<file path="src/rtl/riscv_isa_pkg.sv">
// Shared ISA types for the out-of-order core: ALU op encodings, CDB result,
// ALU instruction and ALU reservation-station entry.
package riscv_isa;

  localparam int XLEN  = 32;
  localparam int TAG_W = 6;

  typedef enum logic [3:0] {
    ALU_ADD,
    ALU_SUB,
    ALU_SLL,
    ALU_SLT,
    ALU_SLTU,
    ALU_XOR,
    ALU_SRL,
    ALU_SRA,
    ALU_OR,
    ALU_AND,
    ALU_NOP
  } alu_func_t;

  typedef struct packed {
    logic [TAG_W-1:0] dest;
    logic [XLEN-1:0]  data;
  } RESULT;

  typedef struct packed {
    alu_func_t        alu_func;
    logic [TAG_W-1:0] rd;
    logic [XLEN-1:0]  lhs;
    logic [XLEN-1:0]  rhs;
  } INSTRUCTION_ALU;

  typedef struct packed {
    alu_func_t        alu_func;
    logic [TAG_W-1:0] rd;
    logic [TAG_W-1:0] lhs_tag;
    logic             lhs_rdy;
    logic [XLEN-1:0]  lhs;
    logic [TAG_W-1:0] rhs_tag;
    logic             rhs_rdy;
    logic [XLEN-1:0]  rhs;
  } ALU_RS_ENTRY;

  // Operand capture from the result broadcast; both operands may match at once.
  function automatic ALU_RS_ENTRY rs_capture(ALU_RS_ENTRY e, logic v, RESULT r);
    ALU_RS_ENTRY o;
    o = e;
    if (v && !e.lhs_rdy && (e.lhs_tag == r.dest)) begin
      o.lhs     = r.data;
      o.lhs_rdy = 1'b1;
    end
    if (v && !e.rhs_rdy && (e.rhs_tag == r.dest)) begin
      o.rhs     = r.data;
      o.rhs_rdy = 1'b1;
    end
    return o;
  endfunction

endpackage

</file>
<file path="src/rtl/alu_iq_select.sv">
// Lowest-index ready pick for the ALU issue queue (one-hot grant plus index).
module alu_iq_select #(
  parameter int DEPTH = 4,
  parameter int IDX_W = $clog2(DEPTH)
) (
  input  logic [DEPTH-1:0] req,
  output logic [DEPTH-1:0] grant,
  output logic [IDX_W-1:0] idx,
  output logic             any
);

  // Scan from the top so the lowest requesting index is the last to win.
  always_comb begin
    grant = '0;
    idx   = '0;
    any   = 1'b0;
    for (int i = DEPTH - 1; i >= 0; i--) begin
      if (req[i]) begin
        grant    = '0;
        grant[i] = 1'b1;
        idx      = IDX_W'(i);
        any      = 1'b1;
      end
    end
  end

endmodule

</file>
<file path="src/rtl/alu_issue_queue.sv">
// Collapsing ALU reservation station: CDB wakeup, oldest-ready issue, one op per cycle.
// Optional macro ALU_IQ_CDB_BYPASS_EN lets select see same-cycle CDB operands.
module alu_issue_queue
  import riscv_isa::*;
#(
  parameter int DEPTH = 4
) (
  input  logic           clk,
  input  logic           reset,
  input  logic           flush,
  input  logic           dispatch_valid,
  output logic           dispatch_ready,
  input  ALU_RS_ENTRY    dispatch_entry,
  input  logic           cdb_valid,
  input  RESULT          cdb,
  output logic           issue_valid,
  output INSTRUCTION_ALU issue
);

  localparam int IDX_W = $clog2(DEPTH);
  localparam int CNT_W = $clog2(DEPTH + 1);

  logic [DEPTH-1:0] valid_reg, valid_next;
  ALU_RS_ENTRY      entry_reg  [DEPTH];
  ALU_RS_ENTRY      entry_next [DEPTH];
  ALU_RS_ENTRY      woken      [DEPTH];
  ALU_RS_ENTRY      shifted    [DEPTH];
  logic [DEPTH-1:0] shifted_valid;
  logic [CNT_W-1:0] count_reg, count_next, wr_idx;
  logic [DEPTH-1:0] req, grant, shift;
  logic [IDX_W-1:0] sel_idx;
  logic             sel_any;
  logic             accept;
  ALU_RS_ENTRY      dispatch_woken;
  logic             issue_valid_reg, issue_valid_next;
  INSTRUCTION_ALU   issue_reg, issue_next;

  assign dispatch_ready = (count_reg < CNT_W'(DEPTH));
  assign accept         = dispatch_valid && dispatch_ready && !flush;
  assign wr_idx         = count_reg - CNT_W'(sel_any);
  assign dispatch_woken = rs_capture(dispatch_entry, cdb_valid, cdb);

  for (genvar gi = 0; gi < DEPTH; gi++) begin : g_entry
    assign woken[gi] = rs_capture(entry_reg[gi], cdb_valid, cdb);
`ifdef ALU_IQ_CDB_BYPASS_EN
    assign req[gi] = valid_reg[gi] && woken[gi].lhs_rdy && woken[gi].rhs_rdy;
`else
    assign req[gi] = valid_reg[gi] && entry_reg[gi].lhs_rdy && entry_reg[gi].rhs_rdy;
`endif
    // Younger neighbour that slides into this slot when an older entry issues.
    if (gi < DEPTH - 1) begin : g_shift
      assign shifted[gi]       = woken[gi+1];
      assign shifted_valid[gi] = valid_reg[gi+1];
    end else begin : g_top
      assign shifted[gi]       = woken[gi];
      assign shifted_valid[gi] = 1'b0;
    end
  end

  alu_iq_select #(.DEPTH(DEPTH), .IDX_W(IDX_W)) u_select (
    .req   (req),
    .grant (grant),
    .idx   (sel_idx),
    .any   (sel_any)
  );

  // Every slot at or above the granted one collapses down by one.
  always_comb begin
    logic acc;
    acc = 1'b0;
    for (int i = 0; i < DEPTH; i++) begin
      acc      = acc | grant[i];
      shift[i] = acc;
    end
  end

  always_comb begin
    for (int i = 0; i < DEPTH; i++) begin
      valid_next[i] = shift[i] ? shifted_valid[i] : valid_reg[i];
      entry_next[i] = shift[i] ? shifted[i] : woken[i];
      if (accept && (wr_idx == CNT_W'(i))) begin
        valid_next[i] = 1'b1;
        entry_next[i] = dispatch_woken;
      end
    end
    if (flush) valid_next = '0;
    count_next = flush ? '0 : (count_reg + CNT_W'(accept) - CNT_W'(sel_any));
  end

  always_comb begin
    issue_valid_next = 1'b0;
    issue_next       = '{alu_func: ALU_NOP, rd: '0, lhs: '0, rhs: '0};
    if (!flush && sel_any) begin
      issue_valid_next    = 1'b1;
      issue_next.alu_func = woken[sel_idx].alu_func;
      issue_next.rd       = woken[sel_idx].rd;
      issue_next.lhs      = woken[sel_idx].lhs;
      issue_next.rhs      = woken[sel_idx].rhs;
    end
  end

  always_ff @(posedge clk or posedge reset) begin
    if (reset) begin
      valid_reg       <= '0;
      count_reg       <= '0;
      issue_valid_reg <= 1'b0;
      issue_reg       <= '{alu_func: ALU_NOP, rd: '0, lhs: '0, rhs: '0};
    end else begin
      valid_reg       <= valid_next;
      count_reg       <= count_next;
      issue_valid_reg <= issue_valid_next;
      issue_reg       <= issue_next;
    end
  end

  // Payload is qualified by valid_reg, so it needs no reset.
  always_ff @(posedge clk) begin
    for (int i = 0; i < DEPTH; i++) entry_reg[i] <= entry_next[i];
  end

  assign issue_valid = issue_valid_reg;
  assign issue       = issue_reg;

endmodule

</file>
<file path="config.mk">
export PLATFORM = sky130hd
export DESIGN_NAME = alu_issue_queue
export DESIGN_NICKNAME = d
export VERILOG_FILES = /design/src/rtl/riscv_isa_pkg.sv /design/src/rtl/alu_iq_select.sv /design/src/rtl/alu_issue_queue.sv
export SDC_FILE = /design/constraint.sdc
export NUM_CORES = 1
export LEC_CHECK = 0
export ABC_CLOCK_PERIOD_IN_PS = 3400
export CORE_MARGIN = 8
export CORE_UTILIZATION = 55
export CTS_BUF_LIST = sky130_fd_sc_hd__clkbuf_8
export CTS_CLUSTER_DIAMETER = 120
export CTS_CLUSTER_SIZE = 8
export DETAILED_ROUTE_END_ITERATION = 8
export MAX_ROUTING_LAYER = met4
export PLACE_DENSITY_LB_ADDON = 0.3
export SLEW_MARGIN = 20
export SYNTH_ARGS = -nofsm -noshare
export SYNTH_HDL_FRONTEND = slang
export SYNTH_SLANG_ARGS = --single-unit
export TNS_END_PERCENT = 30
</file>
<file path="constraint.sdc">
create_clock -name clk -period 3.4 [get_ports clk]
set_input_delay 1.02 -clock clk [delete_from_list [all_inputs] [get_ports clk]]
set_output_delay 1.02 -clock clk [all_outputs]
set_load 0.005 [all_outputs]
</file>
; Word level (Yosys, flattened, before mapping)
; Memory sizes are Yosys's and may differ from the RTL's.
; Index checks and enable logic that the tools add are counted.
[totals]
regBits = 82
ram_bits = 352
input_bits = 131
out_inout_bits = 76
word_cells = 128
n_memories = 1
[mem_list]
columns = memory, depth, width, rd, rd_ports_with_merged_regs, write_ports, line_no
row1 = entry_reg, 4, 88, 4, 0, 4, alu_issue_queue.sv:24  ; ALU_RS_ENTRY entry_reg [DEPTH];
[classes]
n_addsub = 3
magnitude_cmp = 2
n_eq_ne = 13
muxes = 44
bitwise_logic = 4
n_reduce_logical = 51
[ops]
columns = op, count
row1 = 88-bit two-way mux, 9
row2 = 33-bit two-way mux, 10
row3 = 88-bit binary-select mux with 2-bit select, 1
row4 = 74-bit two-way mux, 1
row5 = 6-bit == test, 10
row6 = 1-bit logical AND, 35
row7 = 4-bit two-way mux, 5
row8 = 1-bit two-way mux, 13
row9 = 3-bit nonzero test, 4
row10 = 1-bit logical NOT, 11
row11 = 2-bit two-way mux, 4
row12 = 3-bit by 2-bit == test with 1-bit output (second input constant), 2
row13 = 3-bit by 1-bit subtractor with 3-bit output, 2
row14 = 3-bit by 1-bit adder with 3-bit output, 1
row15 = 3-bit by 1-bit == test with 1-bit output (second input constant), 1
row16 = 3-bit >= comparator (second input constant), 1
row17 = 3-bit logical NOT, 1
row18 = 3-bit less-than comparator (second input constant), 1
row19 = 3-bit two-way mux, 1
row20 = 2-bit NOT with 3-bit output, 1
row21 = 1-bit OR, 3

; Depth between registers and ports, before layout
; An unclocked memory read counts as a cell.
[depth]
word_depth = 13
ltp_mapped = 14
depth_no_buf = 11

; Modules after synthesis
; A second synthesis with hierarchy kept.
[hier_totals]
hier_cells = 3006
area_unflattened_um2 = 25632.1
[by_module_without_submodules]
columns = mod, instances, cells_per_inst, area_each_um2, seq_area_each_um2
row1 = alu_issue_queue, 1, 2995, 25570.8, 9982.1
row2 = alu_iq_select, 1, 11, 61.3, 0.0

; Least setup slack after synthesis
; No wires, ideal clock.
[synth_path]
path_type = register -> register
from = register valid_reg[0]
to = memory entry_reg[0][68] (netlist bit)
setup_time_ns = 0.125
arrival_time_ns = 3.008
t_required_ns = 3.275
setup_slack_ns = 0.266
stages_incl_launch_ff = 14
n_path_buf = 3
synth_period_minus_slack_ns = 3.134
path_cell_list = dfrtp_1 -> nand3_1 -> and3_1 -> clkbuf_1 -> nand2_1 -> ha_1 -> ha_1 -> nand3_1 -> nand2_1 -> or2_1 -> buf_2 -> buf_4 -> nor2_1 -> a211oi_1
[synth_rtl]
columns = element, line_no
row1 = from (decl), alu_issue_queue.sv:23  ; logic [DEPTH-1:0] valid_reg, valid_next;
row2 = from (signal assigned), alu_issue_queue.sv:109  ; valid_reg <= valid_next;
row3 = to (decl), alu_issue_queue.sv:24

==> impl_results.rst <==
.. list-table::
   :header-rows: 1

   * - Metric
     - Value
   * - Share of total power in the clock network
     - 19.1%
   * - Worst min-delay path endpoint
     - issue[32]
   * - Number of resized instances in the post-cts repair step
     - 0
   * - Clock network latency to the later pin of the worst-skew pair
     - 0.71 ns
   * - Result of the run
     - finished, final reports clean
   * - Area of the core region
     - about 0.042 mm^2
   * - Synth async-reset ratio
     - 18.9%
   * - Maximum number of pins on one net before global-route repair
     - 52
   * - Wire length after detailed routing
     - 94.5 mm
   * - Type of the tightest min-delay check
     - reg -> reg
   * - Worst-Margin Slew
     - 0.835 ns
   * - Relative slew margins
     - 44.3%
   * - Die Outline Area
     - 0.0494 mm^2
   * - Max-Cap Viols
     - 0
   * - EDFF count, synth
     - 88
   * - Cell type with the highest aggregate area in the netlist
     - dfxtp_1
   * - Drt initial violations
     - 4415
   * - Post-synth top flop
     - dfxtp_1
   * - Layout net count
     - 3077
   * - Worst IR drop on VDD
     - between 0.3 and 0.4 mV
   * - Net count of the mapped netlist
     - 2898
   * - Clock root buffer
     - clkbuf_8
   * - Fraction of layout instances using a drive strength above 1
     - 10.2%
   * - Sequential Power Share
     - roughly 44%
   * - Highest Clock Rate
     - around 320 MHz
   * - Internal power
     - between 10 and 15 mW
   * - Area share of the leading cell type in the synthesized netlist
     - 22.6%
   * - Setup tns final
     - 0 ns
   * - CP dominant cell by count
     - buf_4
   * - Post-route clock period utilization
     - 92.9%
   * - Static leakage
     - 11.3 nW
   * - Total GRT Usage
     - 37.4%
   * - Detailed placer's ending HPWL
     - 58.9 mm
   * - Number of global-route vias before repair
     - 24762
   * - Count of nets left with antenna violations after detail routing
     - 0
   * - Register-to-register path setup slack
     - approximately 0.34 ns
   * - Count of hold buffers inserted by post-cts repair
     - 0
   * - Final Hold Fails
     - 0
   * - Unrepaired setup endpoints after global routing
     - no
   * - Mapped Area
     - between 0.02 and 0.025 mm^2
   * - Cell depth of the worst setup path
     - 11
   * - Average footprint of a synthesized cell
     - 8.48 um^2
   * - Number of cells produced by synthesis
     - 2761
   * - Final setup viols
     - 0
   * - Number of H-tree levels
     - 2
   * - Total number of vias
     - 24920
   * - CTS sink cnt
     - 434
   * - Slowest Stage Delay on Critical Path
     - approximately 0.54 ns
   * - R2r startpoint
     - valid_reg[1]
   * - Final Wtd Congestion
     - roughly 1
   * - Maximum fanout along the worst path
     - 29
   * - Netlist cell types
     - between 60 and 70
   * - Final Max Tran Viols
     - 0
   * - DR DRC count
     - 0
   * - Leading post-synthesis cells by cell area
     - dfxtp_1, edfxtp_1, nand2_1
   * - Instance count along the most critical hold path
     - 1
   * - CTS tree
     - done
   * - Hold_sp
     - entry_reg[0][39]
   * - Cells on worst reg2reg path
     - 11
   * - CP top delay family
     - buffers and inverters
   * - Most frequent cells in the layout
     - nand2_1, a21oi_1, dfxtp_1
   * - Cell-by-cell trace of the critical path
     - clkdlybuf4s50_1 -> buf_4 -> buf_4 -> xor2_1 -> nor3b_1 -> nand4_1 -> buf_12 -> buf_4 -> nor2_1 -> a21oi_1 -> a221oi_1
   * - Post-synthesis sequential area ratio
     - 42.6%
   * - Final Critical Period
     - 3.16 ns
   * - Highest-delay cell along the critical path
     - clkdlybuf4s50_1
   * - CTS buffer count
     - 60
   * - Starting utilization of the core area
     - 55.8%
   * - Post-DR vias/cell
     - 7.06
   * - Type of destination of the critical path
     - flip-flop
   * - Number of flip-flops in the largest register
     - ~350
   * - Setup fix buffers added after clock tree synthesis
     - 0
   * - Antenna violations before repair
     - 3
   * - Cell Area, Placed
     - 0.0271 mm^2
   * - Net switching power of the design
     - 7.67 mW
   * - Number of buffers between clock root and the deepest sink
     - 3
   * - Combinational group share of total power
     - 36.5%
   * - Final std cells w/o fill
     - 3531
   * - Number of port buffers
     - 206
   * - Switching Fraction
     - 38.8%
   * - Leading cell type in the layout, fill and taps excluded
     - nand2_1
   * - Die X
     - 222 um
   * - Placed cell count
     - ~3400
   * - Number of buffers and inverters on the critical path
     - 5
   * - Remaining global-route overflow
     - 0
   * - Clock slew at the register clock pins of the worst setup and hold paths
     - 0.08 ns
   * - Total of fill cells in the finished design
     - 3382
   * - Placement row count
     - 75
   * - Required arrival time at the worst endpoint
     - 3.99 ns
   * - Area delta synth->final
     - 20.4%
   * - I/O pin count
     - 207
   * - Global-route wire length before repair
     - roughly 140 mm
   * - Clk_skew
     - 0.0235 ns
   * - P per Cell Area
     - 702 mW/mm^2
   * - Detailed-routing iteration count for the pre-antenna-repair pass
     - 7
   * - Height of the die
     - 222 um
   * - Startpoint kind of the worst setup timing path
     - input pin
   * - Arr. time, crit path
     - 3.75 ns
   * - Capturing point of the worst reg2reg path
     - entry_reg[2][31]
   * - Non-Filler Cell Area, Final
     - around 0.028 mm^2
   * - Seq cells post-synth
     - 434
   * - Kind of critical path
     - in -> reg
   * - Detailed-route wire length per cell
     - 26.8 um
   * - Number of warnings printed during yosys synthesis
     - 0
-- per-layer routing --
| metal | share of wire, % | GRT usage (%) | wire (um) | vias to the layer above |
|---|---|---|---|---|
| met5 | 0 | - | 0 | - |
| met4 | 7.0 | 23.2 | 6600 | 0 |
| met3 | 15 | 9.97 | 13800 | 629 |
| met2 | 43 | 55.0 | 40300 | 2273 |
| met1 | 36 | 45.6 | 33700 | 11502 |
| li1 | - | - | - | 10516 |
-- Yosys cell counts (all sizes together), types with 42 or more instances --
cell and n:
a21oi 266, mux2i 94, a211oi 68, dfrtp 80
o21ai 44, nand2 580, a22oi 125, buf 140
inv 42, clkbuf 133, a22o 44, edfxtp 88
o22ai 186, a221oi 69, nor2 179, or3 45
dfxtp 264
-- power groups by stage --
stage	clock, mW	sequential, mW	combinational (mW)
after floorplan	0	8.36	4.74
after global routing	3.98	8.97	7.73
final	3.78	8.78	7.23
after detailed placement	0	8.79	6.97
after CTS	3.78	8.70	7.02
after global placement	0	8.68	6.67
-- worst register-to-register path, cell delays in order (launching register included) --
cell	delay [ns]
dfrtp_1	0.41
nand3_1	0.22
and3_1	0.22
nand2_1	0.11
ha_1	0.23
ha_1	0.36
nor3_2	0.35
nor2_1	0.18
nand2_1	0.20
buf_4	0.32
o22ai_1	0.13
a221oi_1	0.23
-- logic make-up (layout without fill, tap and decap cells) --
logic type	Yosys count	count (layout)	synth area share [%]
adder cells (fa/ha/maj)	6	6	0.353
AND/OR/NAND/NOR	923	923	16.9
XOR/XNOR	62	62	2.32
multiplexers	102	102	4.40
buffers and inverters	315	543	6.69
flip-flops	434	434	42.6
AO/OA/AOI/OAI	919	919	26.7
other	0	3	0
-- metrics by stage --
step                      hold WS [ns]  util [%]  power, mW  setup slack, ns
after floorplan                  0.443         -       13.1            0.266
after global placement           0.449      64.7       15.3           -0.235
after detailed placement         0.457      64.7       15.8           -0.348
after CTS                        0.443      67.2       19.5            0.335
after global routing             0.481      67.2       20.7            0.119
final                            0.468      67.2       19.8            0.240
-- worst max path at each step --
stage	from	to	slack [ns]
final	cdb[36]	entry_reg[2][49]	0.24
after global routing	cdb[36]	entry_reg[1][41]	0.12
after CTS	cdb[36]	entry_reg[1][41]	0.33
after detailed placement	cdb[36]	entry_reg[1][41]	-0.35
after global placement	cdb[36]	entry_reg[1][41]	-0.24
after floorplan	reset	count_reg[0]	0.27
-- cell type report --
cell class	count	area, um^2	share of cell area (%)
Inverter	42	160	0.568
Tap cell	539	674	2.39
Clock buffer	60	826	2.93
Clock inverter	51	211	0.750
Multi-Input combinational cell	2012	12000	42.4
Timing Repair Buffer	390	4370	15.5
Antenna cell	3	7.51	0.0266
Sequential cell	434	9980	35.4
No activity file was read; power rests on OpenSTA's default activity.
